## src/rtl/fetch_queue_if.sv

```systemverilog
// Fetch-side bus: PC/Stall handshake with the PC register, instruction-memory
// req/ack read port, and the decoded-instruction head toward decode.
interface fetch_queue_if #(
  parameter int AW = 32,
  parameter int DW = 32
);
  logic [AW-1:0] PC;
  logic          Stall;
  logic          Flush;
  logic          imem_req;
  logic [AW-1:0] imem_addr;
  logic          imem_ack;
  logic [DW-1:0] imem_rdata;
  logic          IR_valid;
  logic [DW-1:0] IR;
  logic [AW-1:0] IR_PC;
  logic          IR_ready;

  modport master (
    input  PC, Flush, imem_ack, imem_rdata, IR_ready,
    output Stall, imem_req, imem_addr, IR_valid, IR, IR_PC
  );

  modport slave (
    output PC, Flush, imem_ack, imem_rdata, IR_ready,
    input  Stall, imem_req, imem_addr, IR_valid, IR, IR_PC
  );
endinterface

```

## src/rtl/fetch_queue.sv

```systemverilog
// Instruction fetch queue: samples PC, runs one req/ack imem read at a time and
// buffers {PC, instruction} pairs for decode; Flush drops queued and in-flight work.
module fetch_queue #(
  parameter int DEPTH = 4,
  parameter int AW    = 32,
  parameter int DW    = 32
) (
  input  logic          Clk,
  input  logic          Rst,
  fetch_queue_if.master bus
);
  localparam int CW = $clog2(DEPTH + 1);
  localparam int PW = $clog2(DEPTH);

  typedef enum logic [1:0] {IDLE, WAIT, DROP} state_t;

  typedef struct packed {
    logic [AW-1:0] pc;
    logic [DW-1:0] ins;
  } entry_t;

  state_t        state_q, state_d;
  logic [CW-1:0] count_q, count_d;
  logic [PW-1:0] wr_ptr_q, wr_ptr_d;
  logic [PW-1:0] rd_ptr_q, rd_ptr_d;
  logic [AW-1:0] addr_q, addr_d;
  logic          req_q, req_d;
  entry_t        fifo_q [DEPTH];

  logic not_full, issue, ack, push, pop, head_vld;

  always_comb begin
    not_full = (count_q < CW'(DEPTH));
    head_vld = (count_q != '0);
    issue    = (state_q == IDLE) && not_full && !bus.Flush;
    // Ack only counts while a request is actually on the bus.
    ack      = bus.imem_ack && req_q;
    push     = (state_q == WAIT) && ack && !bus.Flush;
    pop      = head_vld && bus.IR_ready && !bus.Flush;

    state_d  = state_q;
    addr_d   = addr_q;
    wr_ptr_d = wr_ptr_q;
    rd_ptr_d = rd_ptr_q;
    count_d  = count_q;

    unique case (state_q)
      IDLE: if (issue) begin
        state_d = WAIT;
        addr_d  = bus.PC;
      end
      WAIT: if (ack)            state_d = IDLE;
            else if (bus.Flush) state_d = DROP;
      DROP: if (ack)            state_d = IDLE;
      default:                  state_d = IDLE;
    endcase

    if (bus.Flush) begin
      count_d  = '0;
      wr_ptr_d = '0;
      rd_ptr_d = '0;
    end else begin
      if (push) wr_ptr_d = wr_ptr_q + 1'b1;
      if (pop)  rd_ptr_d = rd_ptr_q + 1'b1;
      count_d = count_q + CW'(push) - CW'(pop);
    end

    req_d = (state_d != IDLE);
  end

  always_ff @(posedge Clk or negedge Rst) begin
    if (!Rst) begin
      state_q  <= IDLE;
      count_q  <= '0;
      wr_ptr_q <= '0;
      rd_ptr_q <= '0;
      addr_q   <= '0;
      req_q    <= 1'b0;
    end else begin
      state_q  <= state_d;
      count_q  <= count_d;
      wr_ptr_q <= wr_ptr_d;
      rd_ptr_q <= rd_ptr_d;
      addr_q   <= addr_d;
      req_q    <= req_d;
    end
  end

  // Storage needs no reset: the head is gated by count.
  always_ff @(posedge Clk) begin
    if (push) fifo_q[wr_ptr_q] <= '{pc: addr_q, ins: bus.imem_rdata};
  end

  always_comb begin
    bus.imem_req  = req_q;
    bus.imem_addr = addr_q;
    bus.Stall     = bus.Flush ? 1'b0 : !((state_q == IDLE) && not_full);
    bus.IR_valid  = head_vld;
    bus.IR        = head_vld ? fifo_q[rd_ptr_q].ins : '0;
    bus.IR_PC     = head_vld ? fifo_q[rd_ptr_q].pc  : '0;
  end
endmodule
```

## src/flat_wrapper.sv

```systemverilog
// flat-port wrapper written by rule: the top's interface ports become plain ports
module fetch_queue_flat 
#(
  parameter int DEPTH = 4,
  parameter int AW    = 32,
  parameter int DW    = 32
)
  (Clk, Rst, bus_PC, bus_Flush, bus_imem_ack, bus_imem_rdata, bus_IR_ready, bus_Stall, bus_imem_req, bus_imem_addr, bus_IR_valid, bus_IR, bus_IR_PC);
  fetch_queue_if #(.AW(AW), .DW(DW)) bus_i ();
  input  logic Clk;
  input  logic Rst;
  input wire logic [$bits(bus_i.PC)-1:0] bus_PC;
  input wire logic [$bits(bus_i.Flush)-1:0] bus_Flush;
  input wire logic [$bits(bus_i.imem_ack)-1:0] bus_imem_ack;
  input wire logic [$bits(bus_i.imem_rdata)-1:0] bus_imem_rdata;
  input wire logic [$bits(bus_i.IR_ready)-1:0] bus_IR_ready;
  output wire logic [$bits(bus_i.Stall)-1:0] bus_Stall;
  output wire logic [$bits(bus_i.imem_req)-1:0] bus_imem_req;
  output wire logic [$bits(bus_i.imem_addr)-1:0] bus_imem_addr;
  output wire logic [$bits(bus_i.IR_valid)-1:0] bus_IR_valid;
  output wire logic [$bits(bus_i.IR)-1:0] bus_IR;
  output wire logic [$bits(bus_i.IR_PC)-1:0] bus_IR_PC;
  assign bus_i.PC = bus_PC;
  assign bus_i.Flush = bus_Flush;
  assign bus_i.imem_ack = bus_imem_ack;
  assign bus_i.imem_rdata = bus_imem_rdata;
  assign bus_i.IR_ready = bus_IR_ready;
  assign bus_Stall = bus_i.Stall;
  assign bus_imem_req = bus_i.imem_req;
  assign bus_imem_addr = bus_i.imem_addr;
  assign bus_IR_valid = bus_i.IR_valid;
  assign bus_IR = bus_i.IR;
  assign bus_IR_PC = bus_i.IR_PC;
  fetch_queue #(.DEPTH(DEPTH), .AW(AW), .DW(DW)) u_core (.Clk(Clk), .Rst(Rst), .bus(bus_i));
endmodule
```

## config.mk

```make
export PLATFORM = sky130hd
export DESIGN_NAME = fetch_queue_flat
export DESIGN_NICKNAME = d
export VERILOG_FILES = /design/src/rtl/fetch_queue_if.sv /design/src/rtl/fetch_queue.sv /design/src/flat_wrapper.sv
export SDC_FILE = /design/constraint.sdc
export NUM_CORES = 1
export LEC_CHECK = 0
export BUFFER_PORTS_ARGS = -buffer_cell sky130_fd_sc_hd__buf_2
export CELL_PAD_IN_SITES_DETAIL_PLACEMENT = 1
export CELL_PAD_IN_SITES_GLOBAL_PLACEMENT = 2
export CORE_MARGIN = 1.5
export CORE_UTILIZATION = 47
export CTS_BUF_LIST = sky130_fd_sc_hd__clkbuf_16
export CTS_CLUSTER_SIZE = 16
export DETAILED_ROUTE_END_ITERATION = 7
export GPL_TIMING_DRIVEN = 1
export PLACE_DENSITY_LB_ADDON = 0.1
export SETUP_SLACK_MARGIN = 0.02
export SYNTH_ARGS = -nofsm -noshare
export SYNTH_HDL_FRONTEND = slang
export SYNTH_SLANG_ARGS = --single-unit
```

## constraint.sdc

```tcl
create_clock -name Clk -period 13 [get_ports Clk]
set_input_delay 3.25 -clock Clk [delete_from_list [all_inputs] [get_ports Clk]]
set_output_delay 3.25 -clock Clk [all_outputs]
set_load 0.02 [all_outputs]
```

Yosys cells after proc, flatten, opt, wreduce, memory -nomap -nowiden
Memories as Yosys holds them, arrays and structs flattened.
Cells that the tools add are included.
W data, S select, Z words.
- register bits: 42
- bits in writable memories: 256
- input port bits: 69
- output and inout bits: 99
- word-level logic and storage cells: 44
- memories: 1
- memories (memory ; depth ; bits a word ; read ports ; clocked after memory_dff ; write ports ; line ; RTL):
    u_core.fifo_q ; 4 ; 64 ; 1 ; 0 ; 1 ; fetch_queue.sv:28 ; entry_t fifo_q [DEPTH];
- add/sub/neg operators: 4
- $lt $le $gt $ge: 1
- eq/ne operators: 2
- mux-type cells: 15
- reductions and logical operators: 15
- operators with widths (operator ; number):
    $mux W32 ; 2
    $mux W2 ; 8
    $logic_and A1 B1 Y1 ; 7
    $pmux W2 S3 ; 1
    $reduce_bool A2 Y1 ; 3
    $add A2 B1 Y2 const B ; 2
    $add A3 B1 Y3 ; 1
    $lt A3 B3 Y1 const B ; 1
    $mux W1 ; 3
    $mux W3 ; 1
    $reduce_bool A3 Y1 ; 1
    $sub A3 B1 Y3 ; 1
    $eq A2 B1 Y1 const B ; 1
    $eq A2 B2 Y1 const B ; 1
    $logic_not A1 Y1 ; 2
    $logic_not A2 Y1 ; 1
    $reduce_and A2 Y1 ; 1

Longest topological paths before layout
Gate-level depths: netlist of the first run.
- depth in word-level cells: 6
- mapped depth: 10
- gate-level depth less buffers: 9

Worst setup path before layout of the first run
No wires, ideal clock.
- kind: input port to flip-flop
- start: in bus_Flush
- end: mem u_core.fifo_q[0][0] (netlist name), enable pin
- setup time: 0.666 ns
- arrival: 10.338 ns
- required time: 12.334 ns
- setup slack: 1.996 ns
- cell stages on the path: 3
- buffers on the path: 2
- path through: clkbuf_1 -> clkbuf_1 -> nor4b_1
- cells in the longest elaborated chain, start to end: 4
- ends and longest elaborated chain (element ; line ; RTL):
    from (decl) ; flat_wrapper.sv:13 ; input wire logic [$bits(bus_i.Flush)-1:0] bus_Flush;
    $logic_not A1 Y1 ; fetch_queue.sv:38 ; push = (state_q == WAIT) && ack && !bus.Flush;
    $logic_and A1 B1 Y1 ; fetch_queue.sv:38 ;
    $mux W1 ; fetch_queue.sv:91 ; if (push) fifo_q[wr_ptr_q] <= '{pc: addr_q, ins: bus.imem_rdata};
    $mux W1 (not written as such) ; fetch_queue.sv:91 ;
    to (decl) ; fetch_queue.sv:28 ;
No other way between the ends.

Final worst setup path of the first run
- start: in bus_Flush
- end: out bus_Stall
- cells in the longest elaborated chain, start to end: 1
- ends and longest elaborated chain (element ; line ; RTL):
    $mux W1 ; fetch_queue.sv:97 ; bus.Stall = bus.Flush ? 1'b0 : !((state_q == IDLE) && not_full);
    to (decl) ; flat_wrapper.sv:17 ; output wire logic [$bits(bus_i.Stall)-1:0] bus_Stall;
No other way between the ends.

==> impl_metrics.env, run 1 <==
export IMPL_status="completed"
export IMPL_ant_nets=0
export IMPL_dieHeight_um=160
export IMPL_p_seq_share_pct=45.5
export IMPL_min_path_type="flop to flop"
export IMPL_register_area_mm2=0.00875
export IMPL_p_leak_uw=0.00493
export IMPL_pwr_share_clk_pct=30.3
export IMPL_crit_path_max_fanout=21
export IMPL_n_fill_cell=2196
export IMPL_clock_latency_ps=540
export IMPL_report_final_slew_viol_count=0
export IMPL_post_cts_resized=0
export IMPL_p_comb_share_pct=24.1
export IMPL_synth_seq_area_share_pct=75.7
export IMPL_clock_path_buffers=3
export IMPL_rows=57
export IMPL_vias=5661
export IMPL_cp_start_kind="input pin"
export IMPL_synth_cell_types=33
export IMPL_grt_max_degree=67
export IMPL_first_iter_violations=278
export IMPL_area_growth_pct=18.6
export IMPL_start_util_pct=47.6
export IMPL_p_int_uw=1990
export IMPL_worst_slew_pin_slew_ps=1040
export IMPL_final_util_pct=56.5
export IMPL_clock_sinks=298
export IMPL_syn_num_nets=614
export IMPL_min_from="u_core.bus.imem_addr[12]"
export IMPL_startpoint="bus_Flush"
export IMPL_postCtsHoldBufs=0
export IMPL_drive_above_1_share_pct=44.8
export IMPL_gp_congestion=0.675
export IMPL_dieArea_mm2=0.0255
export IMPL_first_global_vias=6232
export IMPL_slew_headroom_pct=30.6
export IMPL_setup_violations=0
export IMPL_chipWidth_um=160
export IMPL_r2r_start="u_core.state_q[0]"
export IMPL_cts_root_buf="clkbuf_16"
export IMPL_arrival_ps=3890
export IMPL_cap_violations=0
export IMPL_max_freq_mhz=140
export IMPL_synth_seq_cells=298
export IMPL_period_needed_ps=7140
export IMPL_powerDensity_mw_per_mm2=208
export IMPL_numCtsBuffers=31
export IMPL_fin_crit_sh_pct=54.9
export IMPL_min_path_cells=0
export IMPL_multiInputGateArea_mm2=0.00262
export IMPL_reg2reg_depth=3
export IMPL_antenna_cells=0
export IMPL_cts_max_level=1
export IMPL_hold_end="u_core.fifo_q[2][44]"
export IMPL_clk_pin_slew_ps=60
export IMPL_rsz0062_at_grt="no"
export IMPL_reg2reg_slack_ps=10020
export IMPL_synthCells=538
export IMPL_postCtsSetupBuffers=0
export IMPL_worstPathRequired_ps=9750
export IMPL_power_uw=2850
export IMPL_drc_errors=0
export IMPL_first_pass_iters=6
export IMPL_num_nets_final=795
export IMPL_dpl_hpwl_mm=13.3
export IMPL_ys_warn_count=0
export IMPL_synthesis_area_mm2=0.0115
export IMPL_hold_viol=0
export IMPL_routed_wirelength_mm=22.7
export IMPL_wl_per_cell_um=21.3
export IMPL_peakVddDrop_mv=0.118
export IMPL_vias_per_cell=5.31
export IMPL_synth_avg_cell_area_um2=21.5
export IMPL_grt_pass1_wl_mm=36.0
export IMPL_power_switching_uw=863
export IMPL_cts_tree="yes"
export IMPL_swShare_pct=30.2
export IMPL_endpoint_kind="output port"
export IMPL_finalSetupTns_ps=0
export IMPL_grt_use_total_pct=18.3
export IMPL_coreArea_mm2=0.0242
export IMPL_antenna_found_initial=0
export IMPL_r2r_end="u_core.fifo_q[0][43]"
export IMPL_port_buffers=167
export IMPL_skew_ps=17.1
export IMPL_overflow=0
export IMPL_io_pins=168
export IMPL_worstSetupPathType="input pin to output port"
-- cell usage after synthesis, drive strengths merged --
master  number  share of area, %
edfxtp     256                67
buf         15               1.3
a21o         1             0.065
and2        64               3.5
o31ai        1             0.065
nand2b       4              0.22
nand3b       1             0.065
o311ai       1             0.076
xor2         1             0.076
clkbuf      14              0.45
nor3         2             0.087
and3         1             0.054
nor4         1              0.18
and4b        1             0.087
fa           1              0.17
nor4b        4              0.30
xnor3        1              0.19
a21boi       1             0.065
mux4        64                12
nand3        1             0.043
mux2i        1             0.087
mux2        35               3.4
nand2        1             0.032
dfrtp       42               9.1
nor2         8              0.26
inv          5              0.16
nor2b        4              0.22
ha           6              0.65
or3          1             0.054
-- area by class of cell --
class	instances	area share, %
clock buffers	31	5.66
clock inverters	26	1.68
inverters	5	0.137
multi-input cells	206	19.1
flip-flops and latches	298	63.8
well taps	324	2.96
repair buffers	177	6.65
-- critical path, stage by stage --
cell    delay, ps
buf_2         370
nor2_1         90
buf_2         170
-- layout by cell type (no fill, tap or decap), types with 4 or more instances in the layout --
| cell | synthesis | final |
|---|---|---|
| clkinv_1 | 0 | 4 |
| buf_4 | 4 | 10 |
| mux4_2 | 64 | 64 |
| nor4b_2 | 0 | 4 |
| and2_1 | 64 | 64 |
| mux2_2 | 33 | 33 |
| dfrtp_1 | 42 | 40 |
| nor2b_1 | 4 | 4 |
| edfxtp_1 | 256 | 256 |
| clkbuf_16 | 0 | 31 |
| ha_1 | 6 | 6 |
| clkinv_2 | 0 | 13 |
| bufinv_16 | 0 | 4 |
| buf_2 | 6 | 167 |
| nor2_1 | 8 | 8 |
| inv_1 | 5 | 7 |
| nand2b_1 | 4 | 4 |
-- cell families (layout without fill, tap and decap cells) --
| family | count (synthesis) | count (layout) | synth area share (%) |
|---|---|---|---|
| adder cells (fa/ha/maj) | 7 | 7 | 0.823 |
| flip-flops | 298 | 298 | 75.7 |
| AND/OR/NAND/NOR | 93 | 93 | 5.07 |
| buffers and inverters | 34 | 239 | 1.93 |
| multiplexers | 100 | 100 | 16.0 |
| XOR/XNOR | 2 | 2 | 0.271 |
| AO/OA/AOI/OAI | 4 | 4 | 0.271 |
-- per-layer routing --
layer	track usage [%]	share of wire, %	wire [µm]
met5	0	0	0
met1	25.4	44	10000
met3	2.49	4.0	908
met4	4.07	1.5	343
met2	31.2	50	11500
-- power by group through the flow --
stage               Combinational [µW]  Sequential (µW)  Clock (µW)
floorplan                          456             1330           0
global placement                   693             1310           0
detailed placement                 704             1320           0
CTS                                707             1300         890
global route                       741             1320         923
finish                             688             1300         866
-- through the flow --
step / area (µm²) / hold slack [ps] / setup slack, ps / instances
2_1_floorplan: 11500 / 555 / 2000 / 538
3_3_place_gp: 12700 / 501 / 5890 / 1010
3_5_place_dp: 12700 / 529 / 5860 / 1010
4_1_cts: 13700 / 545 / 5850 / 1067
5_1_grt: 13700 / 556 / 5800 / 1067
6_report: 13700 / 531 / 5860 / 1067
-- registers in the layout (all words and copies together), names as in the netlist --
name / flops
u_core.bus.imem_addr: 32
u_core.bus.imem_req: 1
u_core.count_q: 3
u_core.fifo_q: 256
u_core.rd_ptr_q: 2
u_core.state_q: 2
u_core.wr_ptr_q: 2
-- how the worst max path moves through the flow --
| stage | endpoint | depth (start not counted) | slack (ps) |
|---|---|---|---|
| final | bus_Stall | 3 | 5860 |
| after global routing | bus_Stall | 3 | 5800 |
| after CTS | bus_Stall | 3 | 5850 |
| after detailed placement | bus_Stall | 3 | 5860 |
| after global placement | bus_Stall | 3 | 5890 |
| after floorplan | u_core.fifo_q[0][0] | 3 | 2000 |
(Power assumes the default switching activity.)
==> run 2: changes to the inputs <==
CORE_UTILIZATION = 39   (was 47)
clock period = 6.3 ns   (was 13 ns; I/O delays follow)
==> impl_metrics.env, run 2 (synthesis results as in run 1) <==
export IMPL_status="completed"
export IMPL_min_path_type="flop to flop"
export IMPL_holdWs_ps=543
export IMPL_p_int_uw=4360
export IMPL_worstSetupPathType="flop to output port"
export IMPL_clock_path_buffers=3
export IMPL_grt_pass1_wl_mm=37.1
export IMPL_chipWidth_um=175
export IMPL_final_common_cell="edfxtp_1"
export IMPL_peakVddDrop_mv=0.237
export IMPL_r2r_start="u_core.count_q[2]"
export IMPL_min_from="u_core.bus.imem_addr[25]"
export IMPL_cts_root_buf="clkbuf_16"
export IMPL_clock_latency_ps=500
export IMPL_antenna_found_initial=0
export IMPL_crit_chain="buf_4, mux4_2, and2_1, buf_2"
export IMPL_dieHeight_um=175
export IMPL_endpoint_kind="output port"
export IMPL_largest_register="u_core.fifo_q"
export IMPL_antenna_cells=0
export IMPL_numCtsBuffers=34
export IMPL_wl_per_cell_um=21.0
export IMPL_p_seq_share_pct=43.9
export IMPL_grt_max_degree=67
export IMPL_clk_pin_slew_ps=60
export IMPL_largest_reg_flops=256
export IMPL_first_pass_iters=4
export IMPL_dpl_hpwl_mm=14.0
export IMPL_io_pins=168
export IMPL_vias=5658
export IMPL_start_util_pct=39.9
export IMPL_worstPathRequired_ps=4720
export IMPL_pwr_share_clk_pct=33.3
export IMPL_finalSetupTns_ps=0
export IMPL_vias_per_cell=4.99
export IMPL_clock_sinks=298
export IMPL_powerDensity_mw_per_mm2=440
export IMPL_hold_end="u_core.fifo_q[1][57]"
export IMPL_fin_crit_sh_pct=70.4
export IMPL_num_nets_final=801
export IMPL_cp_start_kind="flop"
export IMPL_p_leak_uw=0.00504
export IMPL_post_cts_resized=0
export IMPL_rsz0062_at_grt="no"
export IMPL_ant_nets=0
export IMPL_max_freq_mhz=226
export IMPL_drc_errors=0
export IMPL_hold_viol=0
export IMPL_overflow=0
export IMPL_period_needed_ps=4430
export IMPL_final_cell_mix="edfxtp_1, buf_2, mux4_2, and2_1, dfrtp_1"
export IMPL_port_buffers=167
export IMPL_swShare_pct=29.2
export IMPL_setup_violations=0
export IMPL_cp_slowest_cell="dfrtp_4"
export IMPL_drive_above_1_share_pct=44.6
export IMPL_crit_path_max_fanout=41
export IMPL_arrival_ps=2860
export IMPL_grt_use_total_pct=16.0
export IMPL_report_final_slew_viol_count=0
export IMPL_cp_slowest_stage_delay_ps=990
export IMPL_postCtsSetupBuffers=0
export IMPL_p_comb_share_pct=22.8
export IMPL_gp_congestion=0.677
export IMPL_reg2reg_depth=3
export IMPL_first_global_vias=6389
export IMPL_area_growth_pct=21.1
export IMPL_cts_max_level=2
export IMPL_coreArea_mm2=0.0289
export IMPL_min_path_cells=0
export IMPL_reg2reg_slack_ps=3970
export IMPL_skew_ps=12.3
export IMPL_postCtsHoldBufs=0
export IMPL_cts_tree="yes"
export IMPL_routed_wirelength_mm=23.8
export IMPL_r2r_end="u_core.bus.imem_addr[4]"
export IMPL_cap_violations=0
export IMPL_dieArea_mm2=0.0307
export IMPL_rows=62
export IMPL_slew_headroom_pct=29.3
export IMPL_worst_slew_pin_slew_ps=1060
export IMPL_power_switching_uw=1800
export IMPL_first_iter_violations=259
[run 2: changes by cell type in the layout (fill, tap and decap cells not counted), sizes merged]
cell    before  now
bufinv       4    6
buf        177  180
clkbuf      31   37
inv          7   12
clkinv      17    9
[run 2: metrics by stage]
stage	area (µm²)	setup slack (ps)	util, %	std cells	total power (µW)
after detailed placement	12800	2260	44.2	1073	4200
final	14000	1870	48.3	1135	6150
after global routing	14000	1600	48.3	1135	6450
after CTS	14000	1720	48.3	1135	6270
after global placement	12800	2290	44.2	1073	4160
after floorplan	11500	-3030	-	538	3690
[run 2: power by group through the flow]
stage	Clock [µW]	Sequential (µW)	Combinational, µW
2_1_floorplan	0	2740	942
3_3_place_gp	0	2730	1440
3_5_place_dp	0	2760	1440
4_1_cts	2110	2720	1450
5_1_grt	2170	2750	1520
6_report	2050	2700	1400
[run 2: layer usage]
metal	wire, µm	global-route usage [%]	part of all wire (%)	vias up
li1	-	-	-	2512
met1	10400	20.9	44	2987
met2	12200	27.7	51	127
met3	916	2.85	3.8	32
met4	374	4.13	1.6	0
met5	0	0	0	-
[run 2: area by class of cell]
| cell class | count | area (µm²) |
|---|---|---|
| Clock buffer | 37 | 926 |
| Clock inverter | 25 | 268 |
| Fill cell | 2700 | 14900 |
| Inverter | 5 | 18.8 |
| Multi-Input combinational cell | 206 | 2620 |
| Sequential cell | 298 | 8750 |
| Tap cell | 384 | 480 |
| Timing Repair Buffer | 180 | 933 |
[run 2: worst max-delay path, delay by kind of cell (launching register included)]
kind	cells	cell delay [ps]
buffers and inverters	2	630
muxes	1	550
DFF	1	990
and+or+nand+nor	1	190
[run 2: how the worst max path moves through the flow]
stage          cells after the start             endpoint  slack [ps]                from
2_1_floorplan                      3  u_core.fifo_q[0][0]       -3030           bus_Flush
3_3_place_gp                       4        bus_IR_PC[31]        2290  u_core.rd_ptr_q[0]
3_5_place_dp                       4        bus_IR_PC[31]        2260  u_core.rd_ptr_q[0]
4_1_cts                            4        bus_IR_PC[31]        1720  u_core.rd_ptr_q[0]
5_1_grt                            4        bus_IR_PC[31]        1600  u_core.rd_ptr_q[0]
6_report                           4        bus_IR_PC[31]        1870  u_core.rd_ptr_q[0]
